## src/rtl/instruction_fetch.sv

```systemverilog
// instruction_fetch: sequential word fetch, in-order memory requests,
// DEPTH-entry prefetch queue, redirect flush with drain of in-flight words.
// Ports: clk/rst (async, active-low); mem_req_o/mem_addr_o/mem_ack_i request,
// mem_rvalid_i/mem_rdata_i response; redirect_i/redirect_pc_i branch target;
// instr_valid_o/instr_o/instr_pc_o/instr_ready_i toward decode.
// Optional macro IFETCH_ALIGN_FAULT_EN adds fetch_fault_o (misaligned target).
module instruction_fetch #(
  parameter logic [31:0] RESET_PC = 32'h0000_0000,
  parameter int unsigned DEPTH    = 4
) (
  input  logic        clk,
  input  logic        rst,
  output logic        mem_req_o,
  output logic [31:0] mem_addr_o,
  input  logic        mem_ack_i,
  input  logic        mem_rvalid_i,
  input  logic [31:0] mem_rdata_i,
  input  logic        redirect_i,
  input  logic [31:0] redirect_pc_i,
  input  logic        instr_ready_i,
  output logic        instr_valid_o,
  output logic [31:0] instr_o,
  output logic [31:0] instr_pc_o
`ifdef IFETCH_ALIGN_FAULT_EN
  ,
  output logic        fetch_fault_o
`endif
);

  localparam int unsigned AW = $clog2(DEPTH);
  localparam int unsigned CW = AW + 1;
  localparam logic [CW:0] LIM = DEPTH[CW:0];
`ifdef IFETCH_ALIGN_FAULT_EN
  localparam bit FAULT_EN = 1'b1;
`else
  localparam bit FAULT_EN = 1'b0;
`endif

  typedef enum logic {S_RUN, S_DRAIN} state_t;

  state_t        r_state, w_state_nx;
  logic [31:0]   r_pc, w_pc_nx;
  logic [CW-1:0] r_out, w_out_nx;
  logic [CW-1:0] r_cnt, w_cnt_nx;
  logic [AW-1:0] r_head, r_tail;
  logic          r_req, w_req_nx;
  logic          r_halt, w_halt_nx;
  logic [31:0]   r_qdata [DEPTH];
  logic [31:0]   r_qpc [DEPTH];

  logic          w_issue, w_rv, w_push, w_pop;
  logic          w_misalign;
  logic [31:0]   w_rsp_pc, w_tgt;
  logic [CW:0]   w_credit;

  assign w_issue = r_req & mem_ack_i;
  assign w_rv    = mem_rvalid_i & (r_out != '0);
  assign w_push  = w_rv & (r_state == S_RUN) & ~redirect_i;
  assign w_pop   = (r_cnt != '0) & instr_ready_i & ~redirect_i;

  // In RUN all outstanding requests are contiguous and end at pc-4,
  // so the oldest one (the responding one) sits at pc - 4*outstanding.
  assign w_rsp_pc = r_pc - {{(30-CW){1'b0}}, r_out, 2'b00};

  assign w_tgt      = {redirect_pc_i[31:2], 2'b00};
  assign w_misalign = FAULT_EN & (redirect_pc_i[1:0] != 2'b00);

  assign w_out_nx = r_out + CW'(w_issue) - CW'(w_rv);
  assign w_cnt_nx = redirect_i ? '0 : r_cnt + CW'(w_push) - CW'(w_pop);
  assign w_credit = {1'b0, w_cnt_nx} + {1'b0, w_out_nx};

  always_comb begin
    w_state_nx = r_state;
    if (redirect_i) begin
      w_state_nx = (r_state == S_DRAIN || w_out_nx != '0) ? S_DRAIN : S_RUN;
    end else if (r_state == S_DRAIN && w_out_nx == '0) begin
      w_state_nx = S_RUN;
    end
  end

  always_comb begin
    w_pc_nx = r_pc;
    if (redirect_i)   w_pc_nx = w_tgt;
    else if (w_issue) w_pc_nx = r_pc + 32'd4;
  end

  assign w_halt_nx = redirect_i ? w_misalign : r_halt;

  // Request is registered from next-cycle state, so it never glitches
  // and is withdrawn the cycle after a redirect.
  assign w_req_nx = (w_state_nx == S_RUN) & ~w_halt_nx & (w_credit < LIM);

  always_ff @(posedge clk or negedge rst) begin
    if (!rst) begin
      r_state <= S_RUN;
      r_pc    <= RESET_PC;
      r_out   <= '0;
      r_cnt   <= '0;
      r_head  <= '0;
      r_tail  <= '0;
      r_req   <= 1'b0;
      r_halt  <= 1'b0;
      for (int i = 0; i < int'(DEPTH); i++) begin
        r_qdata[i] <= '0;
        r_qpc[i]   <= '0;
      end
    end else begin
      r_state <= w_state_nx;
      r_pc    <= w_pc_nx;
      r_out   <= w_out_nx;
      r_cnt   <= w_cnt_nx;
      r_req   <= w_req_nx;
      r_halt  <= w_halt_nx;
      if (redirect_i) begin
        r_head <= '0;
        r_tail <= '0;
      end else begin
        if (w_push) begin
          r_qdata[r_tail] <= mem_rdata_i;
          r_qpc[r_tail]   <= w_rsp_pc;
          r_tail          <= r_tail + 1'b1;
        end
        if (w_pop) r_head <= r_head + 1'b1;
      end
    end
  end

  assign mem_req_o     = r_req;
  assign mem_addr_o    = r_pc;
  assign instr_valid_o = (r_cnt != '0);
  assign instr_o       = r_qdata[r_head];
  assign instr_pc_o    = r_qpc[r_head];

`ifdef IFETCH_ALIGN_FAULT_EN
  logic r_fault;
  always_ff @(posedge clk or negedge rst) begin
    if (!rst) r_fault <= 1'b0;
    else      r_fault <= redirect_i & w_misalign;
  end
  assign fetch_fault_o = r_fault;
`endif

endmodule

```

## config.mk

```make
export PLATFORM = sky130hd
export DESIGN_NAME = instruction_fetch
export DESIGN_NICKNAME = d
export VERILOG_FILES = /design/src/rtl/instruction_fetch.sv
export SDC_FILE = /design/constraint.sdc
export NUM_CORES = 1
export LEC_CHECK = 0
export ABC_AREA = 1
export CORE_MARGIN = 2
export CORE_UTILIZATION = 40
export DETAILED_ROUTE_END_ITERATION = 10
export DONT_BUFFER_PORTS = 1
export GPL_ROUTABILITY_DRIVEN = 0
export GPL_TIMING_DRIVEN = 0
export PLACE_DENSITY = 0.57
export SETUP_SLACK_MARGIN = 0.15
export SLEW_MARGIN = 20
export SYNTH_ARGS = -nofsm -noshare
export SYNTH_HDL_FRONTEND = slang
export SYNTH_SLANG_ARGS = --single-unit
```

## constraint.sdc

```tcl
create_clock -name clk -period 3.7 [get_ports clk]
set_input_delay 0.74 -clock clk [delete_from_list [all_inputs] [get_ports clk]]
set_output_delay 0.74 -clock clk [all_outputs]
set_load 0.03 [all_outputs]
```

==> results of run 1 <==
## state kept, by name, summed over array words and instances, names as in the netlist, 2 cells and up
| register | cells |
|---|---|
| r_qpc | 120 |
| r_qdata | 128 |
| r_out | 3 |
| mem_addr_o | 30 |
| r_head | 2 |
| r_tail | 2 |
| r_cnt | 3 |
## how the worst min path moves through the flow
stage,from,endpoint,depth (start not counted)
finish,rst,r_qdata[27],0
global route,rst,r_qdata[30],0
CTS,rst,r_qdata[56],0
detailed placement,r_qdata[69],r_qdata[69],2
global placement,r_qdata[79],r_qdata[79],2
floorplan,rst,mem_addr_o[10],0
## through the flow
step,std cells,TNS [ns]
after floorplan,2025,0
after global placement,2493,-0.3752
after detailed placement,2493,-0.3946
after CTS,2552,0
after global routing,2551,0
final,2551,0
## repair_timing
item	in CTS	in global routing
gates resized for setup	40	29
setup buffers	0	0
endpoints found under the setup margin	60	39
endpoints found under the hold margin	291	291
## placed cells by master, fill, tap and decap left out, types with 14 or more instances in the layout
cell type / Yosys / routed
sky130_fd_sc_hd__nand3_1: 68 / 68
sky130_fd_sc_hd__xor2_1: 26 / 26
sky130_fd_sc_hd__inv_1: 73 / 73
sky130_fd_sc_hd__o21ai_0: 152 / 152
sky130_fd_sc_hd__nor2_1: 243 / 243
sky130_fd_sc_hd__o22ai_2: 0 / 56
sky130_fd_sc_hd__ha_1: 14 / 14
sky130_fd_sc_hd__nand2_1: 925 / 925
sky130_fd_sc_hd__buf_2: 49 / 49
sky130_fd_sc_hd__clkbuf_16: 0 / 35
sky130_fd_sc_hd__clkbuf_1: 48 / 50
sky130_fd_sc_hd__dfrtp_1: 291 / 291
## cell families (layout without fill, tap and decap cells)
logic type	count (synthesis)	in the layout
simple gates	1258	1258
xor+xnor	31	31
flops	291	291
other cells	1	4
compound gates	234	234
fa+ha+maj	17	17
buf+inv	190	248
## per-layer routing
| metal | wire length (µm) | global-route usage (%) | part of all wire [%] |
|---|---|---|---|
| met1 | 21650 | 34.31 | 44 |
| met2 | 22610 | 42.12 | 46 |
| met3 | 3450 | 4.860 | 7.1 |
| met4 | 1105 | 6.510 | 2.3 |
| met5 | 0 | 0 | 0 |
## power by group through the flow
stage          Combinational [mW]  Sequential, mW  Clock, mW
3_3_place_gp                 3.84            4.29          0
5_1_grt                      4.59            4.34       3.43
4_1_cts                      4.10            4.25       3.30
3_5_place_dp                 3.89            4.31          0
6_report                     4.22            4.26       3.23
2_1_floorplan                2.98            4.20          0
## area by class of cell
type	instances	area, µm²
fillers	3718	19690
plain buffers	109	550.5
clock buffers	54	1027
inverters	80	301.5
flip-flops and latches	291	7282
clock inverters	5	28.78
multi-input cells	1544	7054
well taps	468	585.6
==> results.py, run 1 <==
metrics = {
    "grt": {
        "antenna_violations_before_repair": 0,
        "gr-usage-all-layers_pct": 25.41,
        "grt_pass1_wl_mm": 76.05,
        "grt_max_degree": 292,
        "grt_pass1_vias": 13080,
        "global_route.overflow_total": 0,
    },
    "setup_path": {
        "worst_setup_path_end_kind": "output port",
        "critical_path_arrival_ns": 2.76,
        "crit_buf_inv": 3,
        "crit-reg2reg-capture": "mem_req_o",
        "crit_path_max_fanout": 10,
        "reg2reg_depth": 14,
        "worst_ep_required_time_ns": 2.96,
        "path_depth": 5,
        "ff2ff_setup_slack_ns": 0.70,
        "worst_path_most_repeated_cell": "sky130_fd_sc_hd__clkbuf_1",
        "timing.critical_path.to": "instr_pc_o[22]",
        "worstReg2RegStart": "r_cnt[1]",
        "cp-startpoint": "r_head[1]",
        "setup.worst_path.class": "flop to output port",
        "slowest_delay_ns": 0.48,
        "cp_top_family": "buffers and inverters",
        "timing.critical_path.cells": "clkbuf_1, clkinv_2, clkbuf_1, o21ai_0, o22ai_2",
        "cpMaxStageDelayCell": "sky130_fd_sc_hd__o22ai_2",
        "critPathLaunchType": "flop",
    },
    "timing": {
        "rsz_0062_raised_after_global_routing": "true",
        "timing.final.ws_setup_ns": 0.2003,
        "finalHoldWorstSlack_ns": -0.05055,
        "fin_skew_ns": 0.01599,
        "max_clock_freq_ghz": 0.2857,
        "maxSlewViolCount": 0,
        "fin_crit_ns": 3.500,
        "finalSetupViolCount": 0,
        "final_min_period_over_clock_period_pct": 94.59,
        "worst_pin_slew_ns": 0.8041,
        "relSlewSlack_pct": 46.40,
        "final_hold_viol_count": 40,
    },
    "power": {
        "seq_power_share_pct": 36.4,
        "total_switching_power_mw": 4.927,
        "total_power_mw": 11.72,
        "irDropWorstVdd_mv": 0.3018,
        "comb_power_share_pct": 36.0,
        "sw_frac_of_total_pct": 42.05,
        "power_report.internal_total_mw": 6.789,
        "pwr-share-clk_pct": 27.6,
        "power.leakage_nw": 8.803,
        "total_power_per_unit_cell_area_nw_per_um2": 696.2,
    },
    "synthesis": {
        "synth_compound_gate_area_share_pct": 8.696,
        "synth.distinct_cells": 35,
        "ys_seq_area_share_pct": 49.14,
        "synthMuxAreaShare_pct": 0,
        "syn-mean-instance-area_um2": 7.329,
        "yosys_warnings": 0,
        "area_of_the_mapped_netlist_um2": 14820,
        "synthCells": 2022,
        "synth_commonest_cells": "sky130_fd_sc_hd__nand2_1, sky130_fd_sc_hd__dfrtp_1, sky130_fd_sc_hd__nor2_1",
        "yosys.area.top_type_share_pct": 49.14,
        "synth_top_family_by_area": "simple AND/OR/NAND/NOR gates",
        "synth_adder_area_share_pct": 1.587,
        "synth_simple_gate_area_share_pct": 33.02,
        "synth-xor-area-share_pct": 1.832,
        "post-synth-top-count-cell": "sky130_fd_sc_hd__nand2_1",
        "synth_async_sr_flop_share_pct": 100.0,
        "synth_top_cell_by_area": "sky130_fd_sc_hd__dfrtp_1",
        "netlist_top_cells_area": "sky130_fd_sc_hd__dfrtp_1, sky130_fd_sc_hd__nand2_1, sky130_fd_sc_hd__nor2_1",
        "edff_count_synth": 0,
        "synth_top_flop_cell": "sky130_fd_sc_hd__dfrtp_1",
        "synth_seq_cells": 291,
    },
    "drt": {
        "route.detailed.vias_per_inst": 5.277,
        "finalWirelength_mm": 48.81,
        "postRouteAntennaNets": 0,
        "post_drt_wl_per_cell_um": 19.13,
        "drt_drc_violations_left": 0,
        "vias": 13460,
        "drt_first_iter_violations": 1141,
        "drt_pre_antenna_iters": 6,
    },
    "die": {
        "num_rows": 70,
        "dieHeight_um": 196.5,
        "die_x_um": 196.5,
        "floorplan.io_pins": 168,
        "initial_core_util_pct": 40.58,
        "die_area_um2": 38600,
        "coreArea_um2": 36520,
    },
    "layout": {
        "syn_to_final_growth_pct": 13.57,
        "final_net_count": 2148,
        "finalCoreUtilization_pct": 46.08,
        "drive_gt1_share_pct": 9.265,
        "antenna_cells_inserted": 0,
        "fin_area_um2": 16830,
    },
    "cts": {
        "max-clock-path-buffers": 3,
        "clock-root-buffer": "sky130_fd_sc_hd__clkbuf_16",
        "clock_insertion_delay_worst_skew_ns": 0.52,
        "tritoncts_clock_tree": "built",
        "numClockSinks": 291,
        "cts.clk_slew.worst_paths_ns": 0.06,
        "tritoncts.num_buffers": 35,
        "htree_num_levels": 2,
    },
    "min_path": {
        "min_path_type": "input port to asynchronous set/reset pin",
    },
    "place": {
        "dp_hpwl_mm": 33.28,
        "postPlaceCellArea_um2": 15420,
        "portBuffers": 0,
        "preCtsSetupSlack_ns": -0.3946,
    },
    "run": {
        "drv.max_cap_violation_count": 0,
    },
    "run_status": {
        "violations": "hold timing",
        "result_of_the_run": "complete, but fails checks",
    },
}
Power figures use the tool's default switching activity.
==> inputs of run 2 (changes only) <==
- CORE_UTILIZATION: 40 -> 64
- PLACE_DENSITY: 0.57 -> 0.83
==> run 2 against run 1 <==
The run still ends with hold timing left. Clock power fell by 7.4%. Core utilization grew 26 points. First-iteration DRC count rose by 43%. Fmax up 0.68%. Sequential power barely moved. Hold slack got worse by 0.065 ns. Combinational power down 1%. Clock skew fell by 0.0094 ns. Global-route usage is 12 points higher. Sequential cell count is the same. Register-to-register slack got worse by 0.11 ns. Critical path type unchanged. Largest cell class unchanged.
==> results.py, run 2 (synthesized netlist as in run 1, its figures left out) <==
metrics = {
    "layout": {
        "max_flop_register": "r_qdata",
        "syn_to_final_growth_pct": 11.11,
        "fin_area_um2": 16470,
        "largest_reg_flops": 128,
        "post_layout_nonfiller_instances": 2362,
        "final_net_count": 2144,
        "finalCoreUtilization_pct": 72.51,
        "antenna_cells_inserted": 0,
        "layout.cells.most_common": "sky130_fd_sc_hd__nand2_1",
        "most-common-layout-cells": "sky130_fd_sc_hd__nand2_1, sky130_fd_sc_hd__dfrtp_1, sky130_fd_sc_hd__nor2_1",
        "drive_gt1_share_pct": 8.666,
    },
    "cts": {
        "tritoncts.num_buffers": 30,
        "tritoncts_clock_tree": "built",
        "htree_num_levels": 1,
        "clock-root-buffer": "sky130_fd_sc_hd__clkbuf_16",
        "numClockSinks": 291,
        "max-clock-path-buffers": 3,
        "clock_insertion_delay_worst_skew_ns": 0.56,
        "cts.clk_slew.worst_paths_ns": 0.06,
    },
    "timing": {
        "fin_skew_ns": 0.006615,
        "finalHoldWorstSlack_ns": -0.1157,
        "max_clock_freq_ghz": 0.2877,
        "timing.final.ws_setup_ns": 0.2238,
        "worst_pin_slew_ns": 0.8497,
        "relSlewSlack_pct": 44.18,
        "final_min_period_over_clock_period_pct": 93.95,
        "rsz_0062_raised_after_global_routing": "false",
        "finalSetupViolCount": 0,
        "fin_crit_ns": 3.476,
        "final_hold_viol_count": 83,
        "maxSlewViolCount": 0,
    },
    "grt": {
        "antenna_violations_before_repair": 0,
        "global_route.overflow_total": 0,
        "gr-usage-all-layers_pct": 37.01,
        "grt_pass1_vias": 13630,
        "grt_pass1_wl_mm": 70.62,
        "grt_max_degree": 292,
    },
    "die": {
        "dieHeight_um": 156.2,
        "die_x_um": 156.2,
        "num_rows": 55,
        "die_area_um2": 24390,
        "floorplan.io_pins": 168,
        "initial_core_util_pct": 65.26,
        "coreArea_um2": 22710,
    },
    "setup_path": {
        "ff2ff_setup_slack_ns": 0.59,
        "worst_ep_required_time_ns": 2.96,
        "crit_path_max_fanout": 10,
        "setup.worst_path.class": "flop to output port",
        "critPathLaunchType": "flop",
        "worst_setup_path_end_kind": "output port",
        "critical_path_arrival_ns": 2.74,
    },
    "drt": {
        "post_drt_wl_per_cell_um": 19.30,
        "drt_drc_violations_left": 0,
        "drt_first_iter_violations": 1633,
        "route.detailed.vias_per_inst": 5.996,
        "finalWirelength_mm": 45.59,
        "drt_pre_antenna_iters": 5,
        "vias": 14160,
        "postRouteAntennaNets": 0,
    },
    "place": {
        "dp_cells": 2310,
        "postPlaceCellArea_um2": 15190,
        "portBuffers": 0,
        "dp_hpwl_mm": 30.18,
        "preCtsSetupSlack_ns": -0.3428,
    },
    "power": {
        "irDropWorstVdd_mv": 0.4463,
        "total_power_per_unit_cell_area_nw_per_um2": 694.3,
        "power.leakage_nw": 8.741,
        "total_power_mw": 11.43,
    },
    "run_status": {
        "violations": "hold timing",
        "result_of_the_run": "complete, but fails checks",
    },
    "run": {
        "drv.max_cap_violation_count": 0,
    },
    "min_path": {
        "min_path_type": "input port to asynchronous set/reset pin",
    },
}
[run 2: cell count changes in the layout (fill, tap and decap cells not counted)]
cell / previous run / this run
sky130_fd_sc_hd__o22ai_2: 56 / 47
sky130_fd_sc_hd__clkinvlp_4: 0 / 1
sky130_fd_sc_hd__clkbuf_1: 50 / 48
sky130_fd_sc_hd__clkbuf_16: 35 / 31
sky130_fd_sc_hd__o22ai_1: 6 / 15
sky130_fd_sc_hd__clkbuf_2: 10 / 7
sky130_fd_sc_hd__clkbuf_8: 8 / 11
sky130_fd_sc_hd__clkinv_2: 5 / 4
[run 2: through the flow]
stage,hold WS (ns),setup TNS (ns)
after CTS,-0.1287,0
final,-0.1157,0
after floorplan,0.4366,0
after global placement,0.4479,-0.1984
after global routing,-0.1341,0
after detailed placement,0.4529,-0.3428
[run 2: per-layer routing]
metal / global-route usage, % / vias up / part of all wire (%)
met3: 7.778 / 161 / 11
met1: 46.74 / 6691 / 37
met5: 0 / - / 0
met2: 60.47 / 895 / 46
met4: 19.35 / 0 / 5.3
li1: - / 6416 / -
[run 2: path summary, 6_finish.rpt]
path                            startpoint             end  depth (start not counted)
min in group clk           mem_rdata_i[18]     r_qdata[50]                          2
setup reg to reg                  r_cnt[1]       mem_req_o                         14
hold / removal                         rst     r_qdata[27]                          0
hold reg to reg                r_qdata[35]     r_qdata[35]                          2
max in group asynchronous              rst  mem_addr_o[20]                          0
setup / recovery                 r_head[0]     instr_o[17]                          6
[run 2: layout make-up]
cell class / instances / area, µm²
Buffer: 110 / 550.5
Clock buffer: 47 / 945.9
Clock inverter: 5 / 28.78
Fill cell: 1791 / 6243
Inverter: 80 / 304.0
Multi-Input combinational cell: 1544 / 6998
Sequential cell: 291 / 7282
Tap cell: 285 / 356.6
[run 2: where the power goes]
part	switching (mW)	internal [mW]	total, mW
clock network	1.26	1.74	2.99
logic	3.10	1.06	4.16
registers	0.485	3.79	4.28
total	4.84	6.59	11.4
[run 2: critical path, stage by stage (launching register included)]
cell,delay (ns)
sky130_fd_sc_hd__dfrtp_1,0.36
sky130_fd_sc_hd__buf_2,0.20
sky130_fd_sc_hd__clkinv_1,0.21
sky130_fd_sc_hd__buf_2,0.34
sky130_fd_sc_hd__clkbuf_1,0.48
sky130_fd_sc_hd__nor2_1,0.13
sky130_fd_sc_hd__o22ai_2,0.45
[run 2: what timing repair did]
item	CTS	global route
setup buffers	0	0
resized for setup	21	36
endpoints found under the setup margin	50	51
endpoints found under the hold margin	291	291
==> inputs of run 3 (changes only) <==
- ABC_AREA: 1 -> default
==> run 3 against run 2 <==
Non-clock buffer count fell by 28. Die area fell by 8.6%. Clock skew barely moved. Largest power group unchanged. The flow still finishes with violations (hold timing).
==> results.py, run 3 <==
metrics = {
    "run_status": {
        "result_of_the_run": "complete, but fails checks",
        "violations": "hold timing",
    },
    "grt": {
        "antenna_violations_before_repair": 0,
        "grt_pass1_vias": 9283,
        "grt_max_degree": 292,
        "gr-usage-all-layers_pct": 28.27,
        "grt_pass1_wl_mm": 49.05,
        "global_route.overflow_total": 0,
    },
    "setup_path": {
        "critPathLaunchType": "flop",
        "crit_path_max_fanout": 3,
        "critical_path_arrival_ns": 3.85,
        "setup.worst_path.class": "flop to flop",
        "worst_path_most_repeated_cell": "sky130_fd_sc_hd__ha_1",
        "worst_ep_required_time_ns": 4.14,
        "cpMaxStageDelayCell": "sky130_fd_sc_hd__or3_4",
        "worst_setup_path_end_kind": "flop",
        "crit_buf_inv": 1,
        "cp_top_family": "simple AND/OR/NAND/NOR gates",
        "worstReg2RegStart": "r_cnt[1]",
        "slowest_delay_ns": 0.48,
        "timing.critical_path.cells": "or3_4, nand2_2, nor2_1, ha_1, inv_1, ha_1, fa_1, nor2b_2, ha_1, and3_1, a2111oi_4, a21oi_2, nor4_2",
        "cp-startpoint": "r_cnt[1]",
    },
    "layout": {
        "final_net_count": 1223,
        "antenna_cells_inserted": 0,
        "syn_to_final_growth_pct": 11.36,
        "drive_gt1_share_pct": 25.30,
        "most-common-layout-cells": "sky130_fd_sc_hd__dfrtp_1, sky130_fd_sc_hd__nand2_1, sky130_fd_sc_hd__mux2_2",
        "layout.cells.most_common": "sky130_fd_sc_hd__dfrtp_1",
        "largest_reg_flops": 128,
        "max_flop_register": "r_qdata",
    },
    "die": {
        "dieHeight_um": 149.3,
        "die_area_um2": 22300,
        "floorplan.io_pins": 168,
        "coreArea_um2": 20890,
        "initial_core_util_pct": 64.70,
        "num_rows": 53,
        "die_x_um": 149.3,
    },
    "synthesis": {
        "synth_top_flop_cell": "sky130_fd_sc_hd__dfrtp_1",
        "area_of_the_mapped_netlist_um2": 13510,
        "synth_commonest_cells": "sky130_fd_sc_hd__dfrtp_1, sky130_fd_sc_hd__nand2_1, sky130_fd_sc_hd__mux2_2",
        "synth_seq_cells": 291,
        "yosys.area.top_type_share_pct": 53.88,
        "synth.distinct_cells": 41,
        "synthCells": 1101,
        "synth_simple_gate_area_share_pct": 10.28,
        "synth-xor-area-share_pct": 4.120,
        "netlist_top_cells_area": "sky130_fd_sc_hd__dfrtp_1, sky130_fd_sc_hd__mux2_2, sky130_fd_sc_hd__mux4_2",
        "yosys_warnings": 0,
        "syn-mean-instance-area_um2": 12.27,
        "synthMuxAreaShare_pct": 21.23,
        "post-synth-top-count-cell": "sky130_fd_sc_hd__dfrtp_1",
        "synth_top_family_by_area": "multiplexers",
        "synth_adder_area_share_pct": 1.741,
        "synth_top_cell_by_area": "sky130_fd_sc_hd__dfrtp_1",
        "ys_seq_area_share_pct": 53.88,
        "synth_compound_gate_area_share_pct": 5.749,
        "synth_async_sr_flop_share_pct": 100.0,
        "edff_count_synth": 0,
    },
    "timing": {
        "worst_pin_slew_ns": 0.7955,
        "timing.final.ws_setup_ns": 0.2937,
        "max_clock_freq_ghz": 0.2936,
        "final_hold_viol_count": 291,
        "fin_crit_ns": 3.406,
        "finalHoldWorstSlack_ns": -0.1257,
        "final_min_period_over_clock_period_pct": 92.06,
        "rsz_0062_raised_after_global_routing": "false",
        "fin_skew_ns": 0.007014,
        "relSlewSlack_pct": 46.47,
        "maxSlewViolCount": 0,
        "finalSetupViolCount": 0,
    },
    "cts": {
        "numClockSinks": 291,
        "tritoncts_clock_tree": "built",
        "tritoncts.num_buffers": 30,
        "post_cts.repair.setup_buffers": 0,
        "clock-root-buffer": "sky130_fd_sc_hd__clkbuf_16",
        "clock_insertion_delay_worst_skew_ns": 0.56,
        "cts.clk_slew.worst_paths_ns": 0.06,
        "max-clock-path-buffers": 3,
        "htree_num_levels": 1,
    },
    "power": {
        "power.leakage_nw": 6.636,
        "irDropWorstVdd_mv": 0.4477,
        "total_power_per_unit_cell_area_nw_per_um2": 708.3,
        "total_power_mw": 10.66,
    },
    "drt": {
        "route.detailed.vias_per_inst": 6.216,
        "drt_pre_antenna_iters": 4,
        "drt_first_iter_violations": 544,
        "post_drt_wl_per_cell_um": 21.58,
        "drt_drc_violations_left": 0,
        "finalWirelength_mm": 30.92,
        "postRouteAntennaNets": 0,
        "vias": 8907,
    },
    "place": {
        "portBuffers": 0,
        "dp_hpwl_mm": 20.44,
        "preCtsSetupSlack_ns": -0.5360,
    },
    "run": {
        "drv.max_cap_violation_count": 0,
    },
    "min_path": {
        "min_path_type": "input port to asynchronous set/reset pin",
    },
}
[run 3: cell count changes after synthesis, sizes merged, moves of 26 or more]
| cell | before | now |
|---|---|---|
| nor2 | 250 | 21 |
| mux2 | 0 | 129 |
| nand3 | 68 | 18 |
| nand2 | 926 | 173 |
| o22ai | 62 | 0 |
| mux4 | 0 | 62 |
| xnor2 | 5 | 31 |
| buf | 60 | 28 |
| inv | 78 | 13 |
[run 3: area by class of cell]
cell class | instances | area, µm²
sequential | 291 | 7283
clock inverter | 14 | 270.3
multi-input combinational | 718 | 5901
clock buffer | 40 | 838.3
tap | 275 | 344.1
inverter | 13 | 48.80
buffer | 82 | 364.1
fill | 1387 | 5839
[run 3: timing repair]
action / 4_1_cts / 5_1_grt
setup endpoints to repair: 9 / 1
pin swaps: 0 / 3
hold endpoints to repair: 291 / 291
resized for setup: 6 / 12
[run 3: logic make-up after synthesis]
group           count (synthesis)
mux                           193
simple gates                  288
xor+xnor                       62
buf+inv                        95
other cells                     1
fa+ha+maj                      17
flops                         291
compound gates                154
[run 3: worst paths after layout]
| path | depth (start not counted) | slack, ns | to |
|---|---|---|---|
| setup / recovery | 13 | 0.29 | mem_req_o |
| hold / removal | 0 | -0.13 | r_qdata[74] |
| setup reg to reg | 13 | 0.29 | mem_req_o |
| hold reg to reg | 2 | 0.48 | r_qpc[41] |
| max in group asynchronous | 0 | 3.46 | r_qpc[18] |
| min in group clk | 2 | 0.30 | mem_addr_o[10] |
[run 3: worst register-to-register path, stage by stage, from the launching register on]
cell                        delay (ns)
sky130_fd_sc_hd__dfrtp_1          0.40
sky130_fd_sc_hd__or3_4            0.48
sky130_fd_sc_hd__nand2_2          0.12
sky130_fd_sc_hd__nor2_1           0.07
sky130_fd_sc_hd__ha_1             0.29
sky130_fd_sc_hd__inv_1            0.04
sky130_fd_sc_hd__ha_1             0.18
sky130_fd_sc_hd__fa_1             0.44
sky130_fd_sc_hd__nor2b_2          0.17
sky130_fd_sc_hd__ha_1             0.28
sky130_fd_sc_hd__and3_1           0.21
sky130_fd_sc_hd__a2111oi_4        0.21
sky130_fd_sc_hd__a21oi_2          0.06
sky130_fd_sc_hd__nor4_2           0.34
[run 3: power by group]
| group | switching, mW | total [mW] | internal [mW] |
|---|---|---|---|
| combinational | 1.98 | 3.16 | 1.18 |
| clock | 1.26 | 3.33 | 2.08 |
| sequential | 0.425 | 4.17 | 3.74 |
[run 3: stage by stage]
stage	util, %	instance area [µm²]	hold WS, ns	cells	setup TNS, ns
finish	72.05	15050	-0.1257	1433	0
floorplan	-	13530	0.4444	1104	0
global route	72.05	15050	-0.1515	1433	0
global placement	66.40	13870	0.4500	1379	-0.4501
CTS	71.81	15000	-0.1464	1433	0
detailed placement	66.40	13870	0.4498	1379	-0.5360
[run 3: layer usage]
layer / global-route usage [%] / up-vias / share of wire, %
met2: 47.74 / 307 / 50
met1: 36.95 / 4599 / 40
li1: - / 3947 / -
met5: 0 / - / 0
met4: 7.429 / 0 / 2.3
met3: 7.187 / 54 / 7.5
